==> src/rtl/sprite_arb_pkg.sv <==
// Shared types and constants for the sprite RAM read arbiter.
package sprite_arb_pkg;

   localparam int SPRITE_DEPTH = 400;
   localparam int PIX_W        = 3;
   localparam int MAX_REQ      = 8;
   localparam int MAX_ID_W     = 3;

   typedef enum logic {W_IDLE, W_ISSUE} wr_state_t;

   // Wide enough to name any of up to MAX_REQ requesters.
   typedef logic [MAX_ID_W-1:0] req_id_t;

endpackage

==> src/rtl/sprite_read_arbiter_rr_pick.sv <==
// Combinational round-robin pick: first asserted request after ptr, wrapping modulo N.
module rr_pick
   import sprite_arb_pkg::*;
#(
   parameter int N = 3
) (
   input  logic [N-1:0] req,
   input  req_id_t      ptr,
   output logic [N-1:0] gnt,
   output req_id_t      idx,
   output logic         any
);

   localparam int SW = (N > 1) ? $clog2(N) : 1;

   logic [SW-1:0] cand;

   always_comb begin
      // NOTE: every output gets a default before the loop so no path leaves a value unassigned (no latch).
      gnt  = '0;
      idx  = '0;
      any  = 1'b0;
      cand = '0;
      for (int i = 1; i <= N; i++) begin
         cand = SW'((int'(ptr) + i) % N);
         if (!any && req[cand]) begin
            any       = 1'b1;
            gnt[cand] = 1'b1;
            idx       = req_id_t'(cand);
         end
      end
   end

endmodule

==> src/rtl/sprite_read_arbiter.sv <==
// Round-robin read arbiter and write sequencer for the shared sprite frame RAM.
// Optional SPRITE_ARB_STATS_EN adds saturating grant/stall counters.
module sprite_read_arbiter
   import sprite_arb_pkg::*;
#(
   parameter int NUM_REQ = 3,
   parameter int DEPTH   = SPRITE_DEPTH,
   parameter int AW      = 19,
   parameter int DW      = 5
) (
   input  logic                          Clk,
   input  logic                          Reset,
   input  logic [NUM_REQ-1:0]            rd_req,
   input  logic [NUM_REQ-1:0][AW-1:0]    rd_addr,
   output logic [NUM_REQ-1:0]            rd_gnt,
   output logic                          rd_valid,
   output logic [$clog2(NUM_REQ)-1:0]    rd_id,
   output logic [DW-1:0]                 rd_data,
   output logic                          rd_err,
   input  logic                          wr_req,
   input  logic [AW-1:0]                 wr_addr,
   input  logic [DW-1:0]                 wr_data,
   output logic                          wr_ack,
   output logic                          wr_err,
   output logic [AW-1:0]                 ram_read_address,
   output logic [AW-1:0]                 ram_write_address,
   output logic [DW-1:0]                 ram_data_In,
   output logic                          ram_we,
`ifdef SPRITE_ARB_STATS_EN
   output logic [15:0]                   stat_grants,
   output logic [15:0]                   stat_stall,
`endif
   input  logic [DW-1:0]                 ram_data_Out
);

   localparam int            IW      = $clog2(NUM_REQ);
   localparam logic [AW-1:0] DEPTH_A = AW'(DEPTH);

   // ---------------- read arbitration ----------------
   logic [NUM_REQ-1:0] req_eff;
   logic [NUM_REQ-1:0] gnt;
   req_id_t            ptr_q;
   req_id_t            win_idx;
   logic               win_any;
   logic [AW-1:0]      win_addr;
   logic               win_oor;
   logic [AW-1:0]      rd_addr_q;
   logic               vld_q;
   logic               err_q;
   logic [IW-1:0]      id_q;

   // No grant may be handed out in a cycle whose return would be wiped by reset.
   assign req_eff = Reset ? '0 : rd_req;

   rr_pick #(.N(NUM_REQ)) u_rr_pick (
      .req (req_eff),
      .ptr (ptr_q),
      .gnt (gnt),
      .idx (win_idx),
      .any (win_any)
   );

   assign rd_gnt           = gnt;
   assign win_addr         = rd_addr[win_idx];
   assign win_oor          = (win_addr >= DEPTH_A);
   assign ram_read_address = win_any ? (win_oor ? '0 : win_addr) : rd_addr_q;

   always_ff @(posedge Clk) begin
      // NOTE: sequential state uses non-blocking assignments so every register samples pre-edge values.
      if (Reset) begin
         ptr_q     <= req_id_t'(NUM_REQ - 1);
         rd_addr_q <= '0;
         vld_q     <= 1'b0;
         err_q     <= 1'b0;
         id_q      <= '0;
      end else begin
         vld_q <= win_any;
         err_q <= win_any & win_oor;
         if (win_any) begin
            ptr_q     <= win_idx;
            id_q      <= win_idx[IW-1:0];
            rd_addr_q <= ram_read_address;
         end
      end
   end

   // The RAM registers its output, so the granted read lands here one cycle later.
   assign rd_valid = vld_q & ~Reset;
   assign rd_err   = err_q & ~Reset;
   assign rd_id    = id_q;
   assign rd_data  = (rd_valid && !err_q) ? ram_data_Out : '0;

   // ---------------- write sequencer ----------------
   wr_state_t     w_state_q;
   wr_state_t     w_state_d;
   logic [AW-1:0] wa_q;
   logic [DW-1:0] wd_q;
   logic          wa_oor;

   assign wa_oor = (wa_q >= DEPTH_A);

   always_ff @(posedge Clk) begin
      if (Reset) begin
         w_state_q <= W_IDLE;
         wa_q      <= '0;
         wd_q      <= '0;
      end else begin
         w_state_q <= w_state_d;
         if (w_state_q == W_IDLE && wr_req) begin
            wa_q <= wr_addr;
            wd_q <= wr_data;
         end
      end
   end

   always_comb begin
      w_state_d = w_state_q;
      wr_ack    = 1'b0;
      wr_err    = 1'b0;
      ram_we    = 1'b0;
      unique case (w_state_q)
         W_IDLE: begin
            if (wr_req) w_state_d = W_ISSUE;
         end
         W_ISSUE: begin
            w_state_d = W_IDLE;
            wr_ack    = ~Reset;
            wr_err    = ~Reset & wa_oor;
            ram_we    = ~Reset & ~wa_oor;
         end
         default: w_state_d = W_IDLE;
      endcase
   end

   assign ram_write_address = wa_q;
   assign ram_data_In       = wd_q;

`ifdef SPRITE_ARB_STATS_EN
   // ---------------- statistics ----------------
   logic any_stall;

   assign any_stall = |(req_eff & ~gnt);

   always_ff @(posedge Clk) begin
      if (Reset) begin
         stat_grants <= '0;
         stat_stall  <= '0;
      end else begin
         if (win_any && stat_grants != 16'hFFFF) stat_grants <= stat_grants + 16'd1;
         if (any_stall && stat_stall != 16'hFFFF) stat_stall <= stat_stall + 16'd1;
      end
   end
`endif

endmodule

==> config.mk <==
export PLATFORM = sky130hd
export DESIGN_NAME = sprite_read_arbiter
export DESIGN_NICKNAME = d
export VERILOG_FILES = /design/src/rtl/sprite_arb_pkg.sv /design/src/rtl/sprite_read_arbiter_rr_pick.sv /design/src/rtl/sprite_read_arbiter.sv
export SDC_FILE = /design/constraint.sdc
export NUM_CORES = 1
export LEC_CHECK = 0
export CORE_MARGIN = 5
export CORE_UTILIZATION = 40
export DETAILED_ROUTE_END_ITERATION = 10
export GPL_TIMING_DRIVEN = 0
export PLACE_DENSITY_LB_ADDON = 0.3
export SKIP_LAST_GASP = 1
export SLEW_MARGIN = 20
export SYNTH_ARGS = -nofsm -noshare
export SYNTH_HDL_FRONTEND = slang
export SYNTH_SLANG_ARGS = --single-unit
==> constraint.sdc <==
create_clock -name Clk -period 6 [get_ports Clk]
set_clock_uncertainty 0.2 [all_clocks]
set_input_delay 1.8 -clock Clk [delete_from_list [all_inputs] [get_ports Clk]]
set_output_delay 1.8 -clock Clk [all_outputs]
set_load 0.005 [all_outputs]
==> metrics.txt, run 1 <==
Hold Vio Cnt, Final 0; RSZ-0062 raised after global routing true; TritonCTS Buffers 5; Hold Crit Depth 2; H-tree depth 2; Clock Sink Count 49; Primary FF master, synth dfxtp_1; first-pass GRT wire length 19,200 um; VDD IR-drop max 0.187 mV; row count 30; min Tclk post-route 6.38 ns; CP Class in2reg; adder-cell share of the synthesized area 1.75%; TritonRoute pass-1 iters 5; Pwr Total roughly 1.4 mW; reg2reg end rd_addr_q[0]; status finished, violations left; Initial Util 41.6%; Worst setup SP type primary input; Post-synth EDFFs 0; Hold Path Sink ram_write_address[2]; critical path data arrival time 6.42 ns; Routed WL 13,500 um; commonest non-fill, non-tap cells in the layout clkdlybuf4s50_1 (136), buf_4 (87), nand2_1 (76); io pins 150; crit path max fanout 9; Slew HR between 60% and 70%; Worst Setup Slack, final -0.378 ns; ANT cells 0; Yosys Warn Count 0; IO Port Bufs 149; CORE AREA approximately 0.0069 mm^2; Setup-failing EPs final 22; Residual DRC 0; failing checks setup timing; largest net degree at the start of global routing 16; Hold Path Class reg2reg; Final Max Tran Viols 0; TritonCTS clock tree done; Via density 5.71; Detail Route Antenna Nets 0; Die Height 94.5 um; share of synthesized registers carrying an async set or reset 0%; static leakage around 2.3 nW; buffer levels on the longest clock path 2; total grt overflow 0; drt initial violations 308; initial antenna violation count 0; reg2reg start rd_id[0]; synthesized cell area approximately 0.0029 mm^2; Syn Inst Count 366; reg2reg setup slack 0.21 ns; worst skew pair latency 0.31 ns; Max Clk Rate about 160 MHz; most common cell after layout, fill and taps aside clkdlybuf4s50_1; WP buf/inv 22; vias in the first global route 3,957; max incr delay on CP 0.31 ns; sequential area share after synthesis around 34%; Area Growth Syn to Fin 96.9%; Setup crit end kind flop; Yosys reg bits 49; fin crit share 106%; Hold Slack 0.261 ns; setup TNS -3.74 ns; Synth Area in XOR/XNOR 0%; Post-Synth Simple-Gate Area between 30% and 40%; mux cell area share after synthesis 2.28%; root buf cell clkbuf_8; Crit. path cell count 30; Worst-path clk slew 0.10 ns; area post-placement 0.00447 mm^2; post-DP HPWL 7870 um; Synth Area in Compound Gates 24.5%; Slew @ Worst Pin 0.543 ns; vias post-DR 4,054; Final GP Congestion between 0.8 and 0.9; DIE WIDTH 94.5 um; power per cell area 254 mW/mm^2; CP most frequent cell buf_4; CP top delay family buffers and inverters; max cap viols 0; R2R depth 32; Finished Cell Area approximately 0.0056 mm^2; Worst EP required 6.04 ns; Die ar. roughly 0.0089 mm^2; slowest CP cell mux2_4; Post-Syn Nets 462; wire per inst 19.1 um; main combinational cell family by area after synthesis simple AND/OR/NAND/NOR gates; synth unique cells 58; hold_sp ram_write_address[2]; fin nets about 710; total track usage roughly a quarter; synthesized area per cell 7.80 um^2; share of layout cells above drive strength 1 29.6%
-- layer usage --
layer	vias to the layer above	routed length [um]	GRT usage, %
li1	1799	-	-
met1	1872	5160	30.4
met3	68	1250	5.50
met4	0	643	11.1
met5	-	0	0
met2	315	6480	48.0
-- kinds of logic after synthesis --
family / Yosys count
buffers and inverters: 32
adder cells (fa/ha/maj): 4
AND/OR/NAND/NOR: 178
multiplexers: 6
AO/OA/AOI/OAI: 97
flip-flops: 49
-- worst max path at each step --
stage               startpoint                  end  slack [ns]
detailed placement       Reset  ram_read_address[3]       -1.42
finish               rd_req[0]         rd_addr_q[0]       -0.38
global placement         Reset  ram_read_address[3]       -1.37
global route         rd_req[0]         rd_addr_q[0]       -0.41
CTS                      Reset  ram_read_address[6]        -0.1
floorplan                Reset  ram_read_address[3]        0.16
-- cell usage after synthesis (all sizes together), types with 2 or more instances --
library cell,number,share of area (%)
nand2,78,10
dfxtp,49,34
a21oi,41,7.6
nor2,22,2.9
and2,21,4.6
buf,13,2.6
and3,11,2.4
clkbuf,11,1.4
o21ai,11,2.3
nand4,10,2.4
nor2b,9,2.1
inv,8,1.1
a31oi,6,1.3
nor3,6,1.1
o22ai,6,1.3
mux2i,5,1.8
nand3,5,0.88
a211oi,4,1.1
ha,4,1.8
o21a,4,1.1
a311oi,3,0.92
nand4bb,3,1.2
o211ai,3,0.79
o31a,3,0.92
a221o,2,0.70
and4,2,0.61
nor4,2,0.44
nor4b,2,1.1
o2111ai,2,0.61
o31ai,2,1.2
o32ai,2,1.3
o41ai,2,1.3
-- sequential cells by signal, summed over array words and instances, names as in the netlist --
register,flops
vld_q,1
ram_write_address,19
ram_data_In,5
rd_id,2
rd_addr_q,19
ptr_q,1
err_q,1
w_state_q,1
-- area by class of cell --
type,instances,area (um^2)
buffer,23,128
clock buffer,6,72.6
clock inverter,2,13.8
fill,400,1250
inverter,8,33.8
multi-input combinational,285,2090
sequential,49,981
tap,96,120
timing repair buffer,241,2180
-- through the flow --
step | util, % | setup WS, ns | instances
after floorplan | - | 0.164 | 366
after global placement | 65.0 | -1.37 | 611
after detailed placement | 65.0 | -1.42 | 611
after CTS | 78.1 | -0.0966 | 696
after global routing | 81.9 | -0.414 | 710
final | 81.9 | -0.378 | 710
-- worst min-delay path, cell delays in order, from the launching register on --
cell	delay, ns
dfxtp_1	0.32
nand2_1	0.05
a21oi_1	0.05
-- report_power, final --
group | leakage (nW) | internal [mW] | total [mW] | switching, mW
sequential | 0.400 | 0.348 | 0.365 | 0.0167
combinational | 1.84 | 0.406 | 0.867 | 0.461
clock | 0.0456 | 0.0833 | 0.195 | 0.112
-- timing repair --
item	4_1_cts	5_1_grt
setup buffers	75	16
endpoints found under the setup margin	21	22
pin swaps	30	26
cloned	2	0
gates resized for setup	117	37
hold buffers	0	0
Power figures use the tool's default switching activity.
==> inputs of run 2 (changes only) <==
Settings changed: CORE_MARGIN 5 to unset, RECOVER_POWER set to 25.
==> metrics.txt, run 2 (same netlist as run 1, synthesis figures left out) <==
Hold Path Class reg2reg; Hold Vio Cnt, Final 0 (unchanged); worst skew pair latency 0.29 ns (-0.02 ns); commonest non-fill, non-tap cells in the layout clkdlybuf4s50_1 (135), nand2_1 (76), buf_4 (67); Die Height 86.5 um (-8.5%); Max Clk Rate 159 MHz (+1.5%); max incr delay on CP 0.34 ns (+0.03 ns); Via density 5.63 (-1.4%); TritonRoute pass-1 iters 4 (-1); Final GP Congestion 0.904 (+2.5%); wire per inst 17.5 um (-8.3%); switching share of total power 40.8% (-0.56 points); fin crit share 105% (-1.6 points); sequential share of power 25.9% (+0.3 points); status finished, violations left; crit path max fanout 7 (-2); share of layout cells above drive strength 1 25.8% (-3.8 points); setup TNS -2.35 ns (+1.39 ns); largest net degree at the start of global routing 16 (unchanged); Initial Util 41.8% (+0.23 points); power per cell area 261 mW/mm^2 (+2.8%); min Tclk post-route 6.28 ns (-0.0968 ns); critical path data arrival time 4.28 ns (-2.14 ns); vias post-DR 3,879 (-4.3%); first-pass GRT wire length 18,000 um (-6.2%); Psw 0.572 mW (-3.0%); Clock Power Share 13.9% (+0.2 points); DIE WIDTH 86.5 um (-8.5%); post-DP HPWL 7190 um (-8.6%); Area Growth Syn to Fin 88.4%; IO Port Bufs 149 (unchanged); Worst Setup Slack, final -0.281 ns (+0.0968 ns); io pins 150 (unchanged); Pint 0.831 mW (-0.71%); Die ar. 0.00748 mm^2 (-16%); failing checks setup timing; drt initial violations 157 (-49%); buffer levels on the longest clock path 2 (unchanged); CP Class in2out; WP buf/inv 7 (-68%); Gate power share 60.1% (-0.7 points); Pwr Total 1.40 mW (-1.6%); initial antenna violation count 0 (unchanged); Setup-failing EPs final 10 (-55%); most common cell after layout, fill and taps aside clkdlybuf4s50_1; Residual DRC 0 (unchanged); vias in the first global route 3,781 (-4.4%); row count 30 (unchanged); Clock Sink Count 49 (unchanged); CORE AREA 0.00683 mm^2 (-0.55%); Slew @ Worst Pin 0.577 ns (+0.0345 ns); Worst EP required 4.00 ns (-2.04 ns); ANT cells 0 (unchanged); TritonCTS clock tree done; Slew HR 61.5% (-2.3 points); Final Max Tran Viols 0 (unchanged); H-tree depth 2 (unchanged); fin nets 688 (-3.0%); max cap viols 0 (unchanged); Worst-path clk slew 0.09 ns (about the same); VDD IR-drop max 0.150 mV (-20%); TritonCTS Buffers 5 (unchanged); root buf cell clkbuf_8; Routed WL 12,000 um (-11%); total track usage 30.8% (+4.2 points); static leakage 2.18 nW (-4.6%); CP top delay family compound AO/OA/AOI/OAI gates; Detail Route Antenna Nets 0 (unchanged); RSZ-0062 raised after global routing true; total grt overflow 0 (unchanged); critical path, cell by cell buf_6 > buf_6 > and4bb_2 > a21o_4 > o31ai_4 > buf_6 > mux2i_4 > o32ai_4 > o41ai_4 > buf_4 > buf_4 > buf_4 > nand4_1 > nand2_1 > buf_2; Setup crit end kind primary output; Worst setup SP type primary input; slowest CP cell o32ai_4
[run 2: changes by cell type in the layout (fill, tap and decap cells not counted), sizes merged]
cell / before / now
buf: 118 / 96
dlygate4sd3: 0 / 1
clkbuf: 16 / 17
clkdlybuf4s50: 136 / 135
[run 2: layout make-up]
type                            count  area (um^2)
Inverter                            8         33.8
Buffer                             23          129
Clock inverter                      2         13.8
Clock buffer                        6         72.6
Multi-Input combinational cell    285         2010
Fill cell                         476         1450
Sequential cell                    49          981
Tap cell                           96          120
Timing Repair Buffer              220         2020
[run 2: repair_timing]
item	CTS	global route
buffers inserted	70	13
resized for setup	115	24
hold buffers	0	0
pin swaps	34	20
endpoints found under the hold margin	0	0
endpoints found under the setup margin	22	21
[run 2: final timing paths]
check                               to  cells past startpoint                  from  slack [ns]
setup / recovery   ram_read_address[2]                     15                 Reset       -0.28
hold / removal    ram_write_address[3]                      2  ram_write_address[3]        0.26
setup reg to reg          rd_addr_q[1]                     31              rd_id[0]        0.32
hold reg to reg   ram_write_address[3]                      2  ram_write_address[3]        0.26
[run 2: worst reg2reg max path, delay by kind of cell (launching register included)]
kind,cells,cell delay (ns)
adder cells (fa/ha/maj),1,0.33
AO/OA/AOI/OAI,5,1.16
multiplexers,1,0.34
flip-flops,1,0.44
buffers and inverters,22,2.84
AND/OR/NAND/NOR,2,0.32
[run 2: power by group through the flow]
| stage | Combinational [mW] | Clock, mW | Sequential [mW] |
|---|---|---|---|
| final | 0.844 | 0.196 | 0.364 |
| after global routing | 0.885 | 0.214 | 0.366 |
| after CTS | 0.748 | 0.196 | 0.364 |
| after detailed placement | 0.589 | 0 | 0.372 |
| after global placement | 0.579 | 0 | 0.369 |
| after floorplan | 0.371 | 0 | 0.368 |
[run 2: layer usage]
layer | vias up | share of wire [%] | track usage (%)
met5 | - | 0 | 0
met1 | 1740 | 36 | 34.4
met2 | 307 | 49 | 54.2
met4 | 0 | 5.2 | 15.6
li1 | 1759 | - | -
met3 | 73 | 9.8 | 7.90
[run 2: through the flow]
stage	utilization [%]	cell area, um^2	setup slack (ns)	cells	hold WS [ns]
2_1_floorplan	-	2860	0.164	366	0.240
3_3_place_gp	65.4	4470	-1.46	611	0.241
3_5_place_dp	65.4	4470	-1.45	611	0.246
4_1_cts	77.3	5280	-0.135	687	0.259
5_1_grt	78.7	5380	-0.324	689	0.268
6_report	78.7	5380	-0.281	689	0.259
==> inputs of run 3 (changes only) <==
Settings changed: HOLD_SLACK_MARGIN set to 0.1, SLEW_MARGIN 20 to unset.
==> results of run 3 <==
Same layout as run 2: the final DEF is identical, and so are final timing and power.
